==> src/rtl/aib_pkg.sv <==
// Shared beat field positions, receive FSM states and the per-word parity helper
// for the AIB receive framing layer.
package aib_pkg;

  localparam int BEAT_W   = 40;
  localparam int WORD_W   = 72;
  localparam int MARK_BIT = 39;
  localparam int VLD_BIT  = 38;
  localparam int PAR_MSB  = 37;
  localparam int PAR_LSB  = 34;

  typedef enum logic [1:0] {
    HUNT,
    VERIFY,
    LOCKED
  } aib_rx_state_e;

  // Even parity over four 18-bit slices of the reassembled word.
  function automatic logic [3:0] aib_parity(input logic [WORD_W-1:0] word);
    logic [3:0] p;
    for (int k = 0; k < 4; k++) begin
      p[k] = ^word[18*k +: 18];
    end
    return p;
  endfunction

endpackage

==> src/rtl/aib_rx_fifo.sv <==
// Synchronous word FIFO with pointer-based full/empty, a flop-array read port and
// an overflow indication for pushes that cannot be accepted.
module aib_rx_fifo #(
  parameter int DATA_W = 72,
  parameter int DEPTH  = 8
) (
  input  logic              clk,
  input  logic              rst,
  input  logic              i_push,
  input  logic [DATA_W-1:0] i_data,
  input  logic              i_pop,
  output logic              o_valid,
  output logic [DATA_W-1:0] o_data,
  output logic              o_drop
);

  localparam int AW = $clog2(DEPTH);

  logic [DATA_W-1:0] mem_q [DEPTH];
  logic [AW:0]       wr_ptr_q, wr_ptr_d;
  logic [AW:0]       rd_ptr_q, rd_ptr_d;
  logic              empty, full, do_push, do_pop;

  always_comb begin
    empty   = (wr_ptr_q == rd_ptr_q);
    full    = (wr_ptr_q[AW] != rd_ptr_q[AW]) && (wr_ptr_q[AW-1:0] == rd_ptr_q[AW-1:0]);
    do_pop  = i_pop && !empty;
    // A full FIFO still takes a word when the head leaves in the same cycle.
    do_push = i_push && (!full || do_pop);
    o_drop  = i_push && full && !do_pop;
    wr_ptr_d = wr_ptr_q + {{AW{1'b0}}, do_push};
    rd_ptr_d = rd_ptr_q + {{AW{1'b0}}, do_pop};
    o_valid = !empty;
    o_data  = empty ? '0 : mem_q[rd_ptr_q[AW-1:0]];
  end

  always_ff @(posedge clk) begin
    if (rst) begin
      wr_ptr_q <= '0;
      rd_ptr_q <= '0;
    end else begin
      wr_ptr_q <= wr_ptr_d;
      rd_ptr_q <= rd_ptr_d;
    end
  end

  always_ff @(posedge clk) begin
    if (do_push) begin
      mem_q[wr_ptr_q[AW-1:0]] <= i_data;
    end
  end

endmodule

==> src/rtl/aib_rx_deframer.sv <==
// AIB receive deframer: locks onto the 2-beat frame, checks parity, reassembles
// 72-bit words into a FIFO and returns one credit per word consumed.
module aib_rx_deframer
  import aib_pkg::*;
#(
  parameter int FIFO_DEPTH = 8,
  parameter int LOCK_CNT   = 8,
  parameter int ERR_LIMIT  = 4
) (
  input  logic        i_aib_clk,
  input  logic        i_rst,
  input  logic [19:0] i_rx_data0,
  input  logic [19:0] i_rx_data1,
  input  logic        i_clr_sticky,
  output logic        o_rx_valid,
  input  logic        i_rx_ready,
  output logic [71:0] o_rx_data,
  output logic        o_credit_return,
  output logic        o_lock,
  output logic        o_parity_err,
  output logic        o_overflow,
  output logic [7:0]  o_err_cnt
);

  localparam logic [7:0] LOCK_CNT_C  = 8'(LOCK_CNT);
  localparam logic [3:0] ERR_LIMIT_C = 4'(ERR_LIMIT);

  aib_rx_state_e     state_q, state_d;
  logic              exp_b1_q, exp_b1_d;
  logic [7:0]        pair_cnt_q, pair_cnt_d;
  logic [3:0]        cerr_q, cerr_d;
  logic [37:0]       b0_q, b0_d;
  logic              b0_ok_q, b0_ok_d;
  logic              par_err_q, par_err_d;
  logic              credit_q, credit_d;
  logic              overflow_q, overflow_d;
  logic [7:0]        err_cnt_q, err_cnt_d;

  logic [BEAT_W-1:0] beat;
  logic [WORD_W-1:0] word;
  logic              mark, mark_ok, par_ok, push, pop, frame_err, fifo_drop;

  always_comb begin
    beat    = {i_rx_data1, i_rx_data0};
    mark    = beat[MARK_BIT];
    mark_ok = (mark == !exp_b1_q);
    word    = {beat[33:0], b0_q};
    par_ok  = (aib_parity(word) == beat[PAR_MSB:PAR_LSB]);
    pop     = o_rx_valid && i_rx_ready;

    state_d    = state_q;
    exp_b1_d   = !exp_b1_q;
    pair_cnt_d = pair_cnt_q;
    cerr_d     = cerr_q;
    b0_d       = b0_q;
    b0_ok_d    = b0_ok_q;
    push       = 1'b0;
    par_err_d  = 1'b0;
    frame_err  = 1'b0;

    unique case (state_q)
      HUNT: begin
        exp_b1_d = mark;
        b0_ok_d  = 1'b0;
        if (mark) begin
          state_d    = VERIFY;
          pair_cnt_d = '0;
        end
      end
      VERIFY: begin
        if (!mark_ok) begin
          state_d = HUNT;
        end else if (exp_b1_q) begin
          pair_cnt_d = pair_cnt_q + 8'd1;
          if (pair_cnt_q + 8'd1 == LOCK_CNT_C) begin
            state_d = LOCKED;
            cerr_d  = '0;
            b0_ok_d = 1'b0;
          end
        end
      end
      LOCKED: begin
        if (mark_ok) begin
          cerr_d = '0;
          if (!exp_b1_q) begin
            b0_d    = beat[37:0];
            b0_ok_d = beat[VLD_BIT];
          end else begin
            b0_ok_d = 1'b0;
            if (b0_ok_q) begin
              push      = par_ok;
              par_err_d = !par_ok;
            end
          end
        end else begin
          // A broken frame discards whatever half-word is being assembled.
          cerr_d    = cerr_q + 4'd1;
          frame_err = 1'b1;
          b0_ok_d   = 1'b0;
          if (cerr_q + 4'd1 == ERR_LIMIT_C) begin
            state_d = HUNT;
          end
        end
      end
      default: state_d = HUNT;
    endcase

    credit_d = pop;
    if (i_clr_sticky) begin
      overflow_d = 1'b0;
      err_cnt_d  = '0;
    end else begin
      overflow_d = overflow_q | fifo_drop;
      err_cnt_d  = ((par_err_d || frame_err) && err_cnt_q != 8'hFF) ? err_cnt_q + 8'd1 : err_cnt_q;
    end
  end

  always_ff @(posedge i_aib_clk) begin
    if (i_rst) begin
      state_q    <= HUNT;
      exp_b1_q   <= 1'b0;
      pair_cnt_q <= '0;
      cerr_q     <= '0;
      b0_ok_q    <= 1'b0;
      par_err_q  <= 1'b0;
      credit_q   <= 1'b0;
      overflow_q <= 1'b0;
      err_cnt_q  <= '0;
    end else begin
      state_q    <= state_d;
      exp_b1_q   <= exp_b1_d;
      pair_cnt_q <= pair_cnt_d;
      cerr_q     <= cerr_d;
      b0_ok_q    <= b0_ok_d;
      par_err_q  <= par_err_d;
      credit_q   <= credit_d;
      overflow_q <= overflow_d;
      err_cnt_q  <= err_cnt_d;
    end
  end

  always_ff @(posedge i_aib_clk) begin
    b0_q <= b0_d;
  end

  aib_rx_fifo #(
    .DATA_W (WORD_W),
    .DEPTH  (FIFO_DEPTH)
  ) u_fifo (
    .clk     (i_aib_clk),
    .rst     (i_rst),
    .i_push  (push),
    .i_data  (word),
    .i_pop   (pop),
    .o_valid (o_rx_valid),
    .o_data  (o_rx_data),
    .o_drop  (fifo_drop)
  );

  assign o_credit_return = credit_q;
  assign o_lock          = (state_q == LOCKED);
  assign o_parity_err    = par_err_q;
  assign o_overflow      = overflow_q;
  assign o_err_cnt       = err_cnt_q;

endmodule

==> config.mk <==
export PLATFORM = sky130hd
export DESIGN_NAME = aib_rx_deframer
export DESIGN_NICKNAME = d
export VERILOG_FILES = /design/src/rtl/aib_pkg.sv /design/src/rtl/aib_rx_fifo.sv /design/src/rtl/aib_rx_deframer.sv
export SDC_FILE = /design/constraint.sdc
export NUM_CORES = 1
export LEC_CHECK = 0
export BUFFER_PORTS_ARGS = -buffer_cell sky130_fd_sc_hd__buf_2
export CORE_UTILIZATION = 65
export CTS_BUF_LIST = sky130_fd_sc_hd__clkbuf_4 sky130_fd_sc_hd__clkbuf_8
export CTS_CLUSTER_SIZE = 40
export DETAILED_ROUTE_END_ITERATION = 16
export PLACE_DENSITY = 0.83
export SLEW_MARGIN = 25
export SYNTH_ARGS = -nofsm -noshare
export SYNTH_HDL_FRONTEND = slang
export SYNTH_HIERARCHICAL = 1
export SYNTH_SLANG_ARGS = --single-unit
==> constraint.sdc <==
create_clock -name i_aib_clk -period 18.9 [get_ports i_aib_clk]
set_clock_uncertainty 0.2 [all_clocks]
set_input_delay 0 -clock i_aib_clk [delete_from_list [all_inputs] [get_ports i_aib_clk]]
set_output_delay 0 -clock i_aib_clk [all_outputs]
set_load 0.01 [all_outputs]
# Yosys cells after proc, flatten, opt, wreduce, memory -nomap -nowiden
# Memories as Yosys holds them, arrays and structs flattened. A register that Yosys moved wholly into a read port is not among the register bits.
# Cells that the tools add are included.
# word_totals
in_bits,44
mem_bits_rw,576
regBits,73
mem_count,1
word_cells,103
output_inout_bits,85
# memory_table
name,words,width,read_ports,rd_clocked_by_memory_dff,wr,line,rtl
u_fifo.mem_q,8,72,1,1,1,aib_rx_fifo.sv:19,logic [DATA_W-1:0] mem_q [DEPTH];
# classes
n_reduce_logical,28
muxes,37
n_eq_ne,18
bitwise_logic,2
add_sub_neg,5
# ops
cell,n
two-way mux 72 bit,1
XOR reduction 18 bit,4
two-way mux 8 bit,3
two-way mux 1 bit,18
"adder 8 x 1 -> 8 bit, second input constant",2
two-way mux 4 bit,4
one-hot mux 8 bit (2 select lines),1
two-way mux 2 bit,6
AND reduction 4 bit,3
"!= test 2 bit, second input constant",5
adder 4 x 1 -> 4 bit,2
== test 4 bit,2
"== test 8 x 4 -> 1 bit, second input constant",1
"!= test 8 bit, second input constant",1
one-hot mux 4 bit (2 select lines),1
logical AND 1 bit,7
"!= test 3 bit, second input constant",2
one-hot mux 2 bit (3 select lines),1
zero test 1 bit,5
AND reduction 5 bit,1
"adder 4 x 1 -> 4 bit, second input constant",1
"== test 4 x 3 -> 1 bit, second input constant",1
nonzero test 2 bit,2
== test 3 bit,1
14 further kinds,15

# Logic depth before layout (Yosys ltp)
# depth
depth_word,9
mapped_depth,12

# Cells and area by module
# Netlist, hierarchy kept.
# by_module_without_submodules
module,cells_per_inst,area_per_inst_um2,n_inst,seq_area_each_um2
aib_rx_fifo,1208,22653.0,1,17456.7
aib_rx_deframer,291,3206.8,1,1681.6

# Worst setup path after synthesis
# Ideal clock, no wire load.
# synth_path
path_type,reg-to-reg
startpoint,register b0_q[24]
endpoint,"memory u_fifo.mem_q[7][0], enable pin"
path_buffers,0
setup_ps,609
path_stages_with_launch,9
arrival_time_ps,7429
slack_ps,10662
path_cell_list,edfxtp_1 > xnor2_1 > xnor2_1 > xnor3_1 > xnor2_1 > nor4_4 > and2_1 > nand2_1 > a211oi_1
# synth_via
elab_chain_cells,9
# synth_lines
item,line,rtl
start: declaration,aib_rx_deframer.sv:32,"logic [37:0] b0_q, b0_d;"
start signal: assignment,aib_rx_deframer.sv:143,b0_q <= b0_d;
XOR reduction 18 bit,aib_pkg.sv:22,p[k] = ^word[18*k +: 18];
== test 4 bit,aib_rx_deframer.sv:48,par_ok = (aib_parity(word) == beat[PAR_MSB:PAR_LSB]);
two-way mux 1 bit,aib_rx_deframer.sv:90,if (b0_ok_q) begin
two-way mux 1 bit,aib_rx_deframer.sv:85,if (!exp_b1_q) begin
two-way mux 1 bit,aib_rx_deframer.sv:83,if (mark_ok) begin
two-way mux 1 bit,aib_rx_deframer.sv:61,unique case (state_q)
named net push,aib_rx_deframer.sv:41,"logic mark, mark_ok, par_ok, push, pop, frame_err, fifo_drop;"
logical AND 1 bit,aib_rx_fifo.sv:29,do_push = i_push && (!full || do_pop);
two-way mux 1 bit,aib_rx_fifo.sv:48,if (do_push) begin
two-way mux 1 bit (not written as such),aib_rx_fifo.sv:49,mem_q[wr_ptr_q[AW-1:0]] <= i_data;
end: declaration,aib_rx_fifo.sv:19,
# The timed path passes the listed nets, and every way through them passes these cells.

# Worst setup path in the final report
# layout_path
startpoint,register b0_q[24]
endpoint,"memory u_fifo.mem_q[6][48], enable pin"
# The elaborated chain is that of the path after synthesis.

==> impl_results.md <==
* Status: completed
* IO buf count at 128
* Die area at 0.0406 mm²
* Initial antenna violation count at 1
* Num ports at 129
* Commonest cells after routing, fill and taps aside: edfxtp_1, mux2i_1, a22oi_1, buf_2, clkbuf_8
* Post-Syn Area per Cell at 17.3 µm²
* Max cap viols at 0
* Slew Viols, Final at 0
* Final wirelength at 57500 µm
* Adder-cell area share of the yosys netlist at 0.387%
* Routability congestion estimate at 0.745
* Clock transition at the registers of the reported paths at 60 ps
* First-pass GRT wire length at 86900 µm
* CP top delay family: simple AND/OR/NAND/NOR gates
* Reg area at 0.0191 mm²
* Multi-input gate area at 0.00638 mm²
* Root Buffer: clkbuf_8
* Reg2reg end: u_fifo/mem_q[6][48]$_DFFE_PP_
* Commonest non-fill, non-tap cell in the layout: edfxtp_1
* Avg WL per Cell at 24.9 µm
* Flops & latches, synth at 649
* RSZ-0062 raised after global routing: false
* All-Layer GR Usage at 28.7%
* Fin crit share at 26.7%
* Mux share of post-synthesis cell area at 11.4%
* # setup viols final at 0
* CP max-delay cell: buf_4
* Combinational Power Share at 2.3%
* Most used cell, CP: xnor2_1
* Core area at 0.0389 mm²
* Min-delay worst type: input port to register
* Post-CTS Setup Bufs at 0
* Tmin final at 5040 ps
* H-Tree Depth at 3
* Met2 usage at 47.6%
* Area Overhead vs Synth at 13.8%
* Cells after synthesis at 1499
* Cell breakdown of the critical path: xnor2_1, xnor2_1, xnor3_1, xnor2_1, nor4_4, and2_1, nand2b_1, a211oi_4, buf_4
* PD cells at 92.6 mW/mm²
* Drt pass-1 iters at 5
* Critical Path AT at 5090 ps
* Max FO, Critical Path at 56
* R2r setup slk at 13860 ps
* Initial Util at 66.4%
* Largest net degree at the start of global routing at 146
* Asr flop ratio synth at 0%
* CTS sink cnt at 649
* # diodes at 0
* Crit-path max cell delay at 860 ps
* Beginning of the critical path: b0_q[24]$_DFFE_PP_
* Power Internal at 2.17 mW
* Number of vias per cell at 6.31
* Switch Pwr at 0.556 mW
* Setup TNS at 0 ps
* CP Class: register to register
* First-iteration detailed-routing DRC count at 1453
* NumNets Final at 1771
* Filler instances at 2169
* DIE HEIGHT at 201 µm
* Vias in the first global route at 15.1k
* Post-Synth Simple-Gate Area at 4.11%
* Least-Margin Pin Slew at 1150 ps
* Met1 usage at 38.6%
* Endpoint, Worst Hold: b0_q[4]$_DFFE_PP_
* Worst Hold Slack at 34.3 ps
* EDFF count, synth at 614
* Clock share of power at 40.4%
* Final total power at 2.73 mW
* Sw Ratio at 20.4%
* Global route overflow at 0
* CTS tree: yes
* Worst R2R Start: b0_q[24]$_DFFE_PP_
* FMAX at 198 MHz
* Share of cells above drive strength 1 at 17.5%
* Post-CTS sizing at 0
* Worst Reg-to-Reg Cells at 9
* LEAKAGE at 9.52 nW
* Gr busiest metal: met2
* Worst Setup End Kind: register
* Relative slew slack at 23.7%
* Hpwl dp at 31000 µm
* Final hold violation count at 0
* Syn nets at 1551
* Post-Syn Area at 0.0259 mm²
* Hold-fix buffers, CTS at 51
* CTS Buf Count at 96
* Synth Area in XOR/XNOR at 2.79%
* Startpoint type of the worst setup path: register
* Ys Warns at 6
* Worst VDD drop at 0.0820 mV
* Die W at 201 µm
* GR met3 Demand/Resource at 4.65%
* CTS Buffer Depth at 3
* Distinct cell type count after synthesis at 44
* Main synth FF type: edfxtp_1
* Hold path depth at 2
* Seq pwr share at 57.3%
* Seq/Total Area, Yosys at 74.0%
* Final cell count without fillers at 2313
* Antenna viol nets, final at 0
* DRC at 0
* Min-delay src: i_rx_data0[4]
* Worst Path Buf+Inv at 1
* Largest family of logic cells by synthesized area: multiplexers
* FP Rows at 72
* Total number of vias at 14.6k
* Fin util at 75.6%
* CP required at 18950 ps
* Placed Cells at 2086
* Synth Area in Compound Gates at 5.47%
* Worst skew pair latency at 660 ps
==> cells by family (layout without fill, tap and decap cells) <==
group | count (synthesis) | in the layout
compound gates | 190 | 190
xor+xnor | 76 | 76
fa+ha+maj | 8 | 8
buf+inv | 87 | 383
flops | 649 | 649
mux | 295 | 295
simple gates | 194 | 194
==> layout make-up <==
type	instances	share of cell area, %
Tap cell	518	2.20
Clock buffer	123	5.33
Clock inverter	51	1.03
Inverter	4	0.0510
Multi-Input combinational cell	763	21.7
Sequential cell	649	65.0
Timing Repair Buffer	205	4.66
==> sequential cells by signal (all words and copies together) (netlist names) <==
name             cells
o_err_cnt            8
b0_ok_q              1
o_overflow           1
pair_cnt_q           8
o_credit_return      1
u_fifo/mem_q       576
exp_b1_q             1
u_fifo/wr_ptr_q      4
o_parity_err         1
u_fifo/rd_ptr_q      4
b0_q                38
cerr_q               4
state_q              2
==> cell usage after synthesis (all sizes together), types with 12 or more instances <==
master    n  area (µm²)
xnor2    66         578
buf      52         338
a22oi   147        1100
edfxtp  614       18400
o21ai    13        65.1
and3     82         513
dfxtp    35         701
nand3    18        90.1
nand2    24        90.1
mux2i   295        2950
clkbuf   31         116
nor2     34         130
a21oi    12        60.1
==> power groups by stage <==
stage / Combinational, mW / Sequential (mW) / Clock, mW
CTS: 0.0610 / 1.56 / 1.11
finish: 0.0624 / 1.56 / 1.10
floorplan: 0.0269 / 1.59 / 0
global route: 0.0660 / 1.56 / 1.18
detailed placement: 0.0522 / 1.59 / 0
global placement: 0.0502 / 1.59 / 0
==> per-stage QoR <==
step,area [µm²],setup WS (ps)
2_1_floorplan,25900,10660
3_5_place_dp,27000,13640
5_1_grt,29400,13680
6_report,29400,13860
3_3_place_gp,27000,13800
4_1_cts,29400,13570
==> layer usage <==
metal  wire length (µm)  vias to the layer above
met3               4650                       92
li1                   -                     6373
met2              29000                      730
met4               1400                        2
met1              22500                     7399
met5                 12                        -
==> worst max-delay path by stage <==
stage                                          to  cells after the start
finish              u_fifo/mem_q[6][48]$_DFFE_PP_                      9
global route        u_fifo/mem_q[6][33]$_DFFE_PP_                      9
CTS                 u_fifo/mem_q[7][17]$_DFFE_PP_                      9
detailed placement  u_fifo/mem_q[7][49]$_DFFE_PP_                      9
global placement    u_fifo/mem_q[7][49]$_DFFE_PP_                      9
floorplan            u_fifo/mem_q[7][0]$_DFFE_PP_                      8
Note: power is estimated with default switching activity, not from simulation.
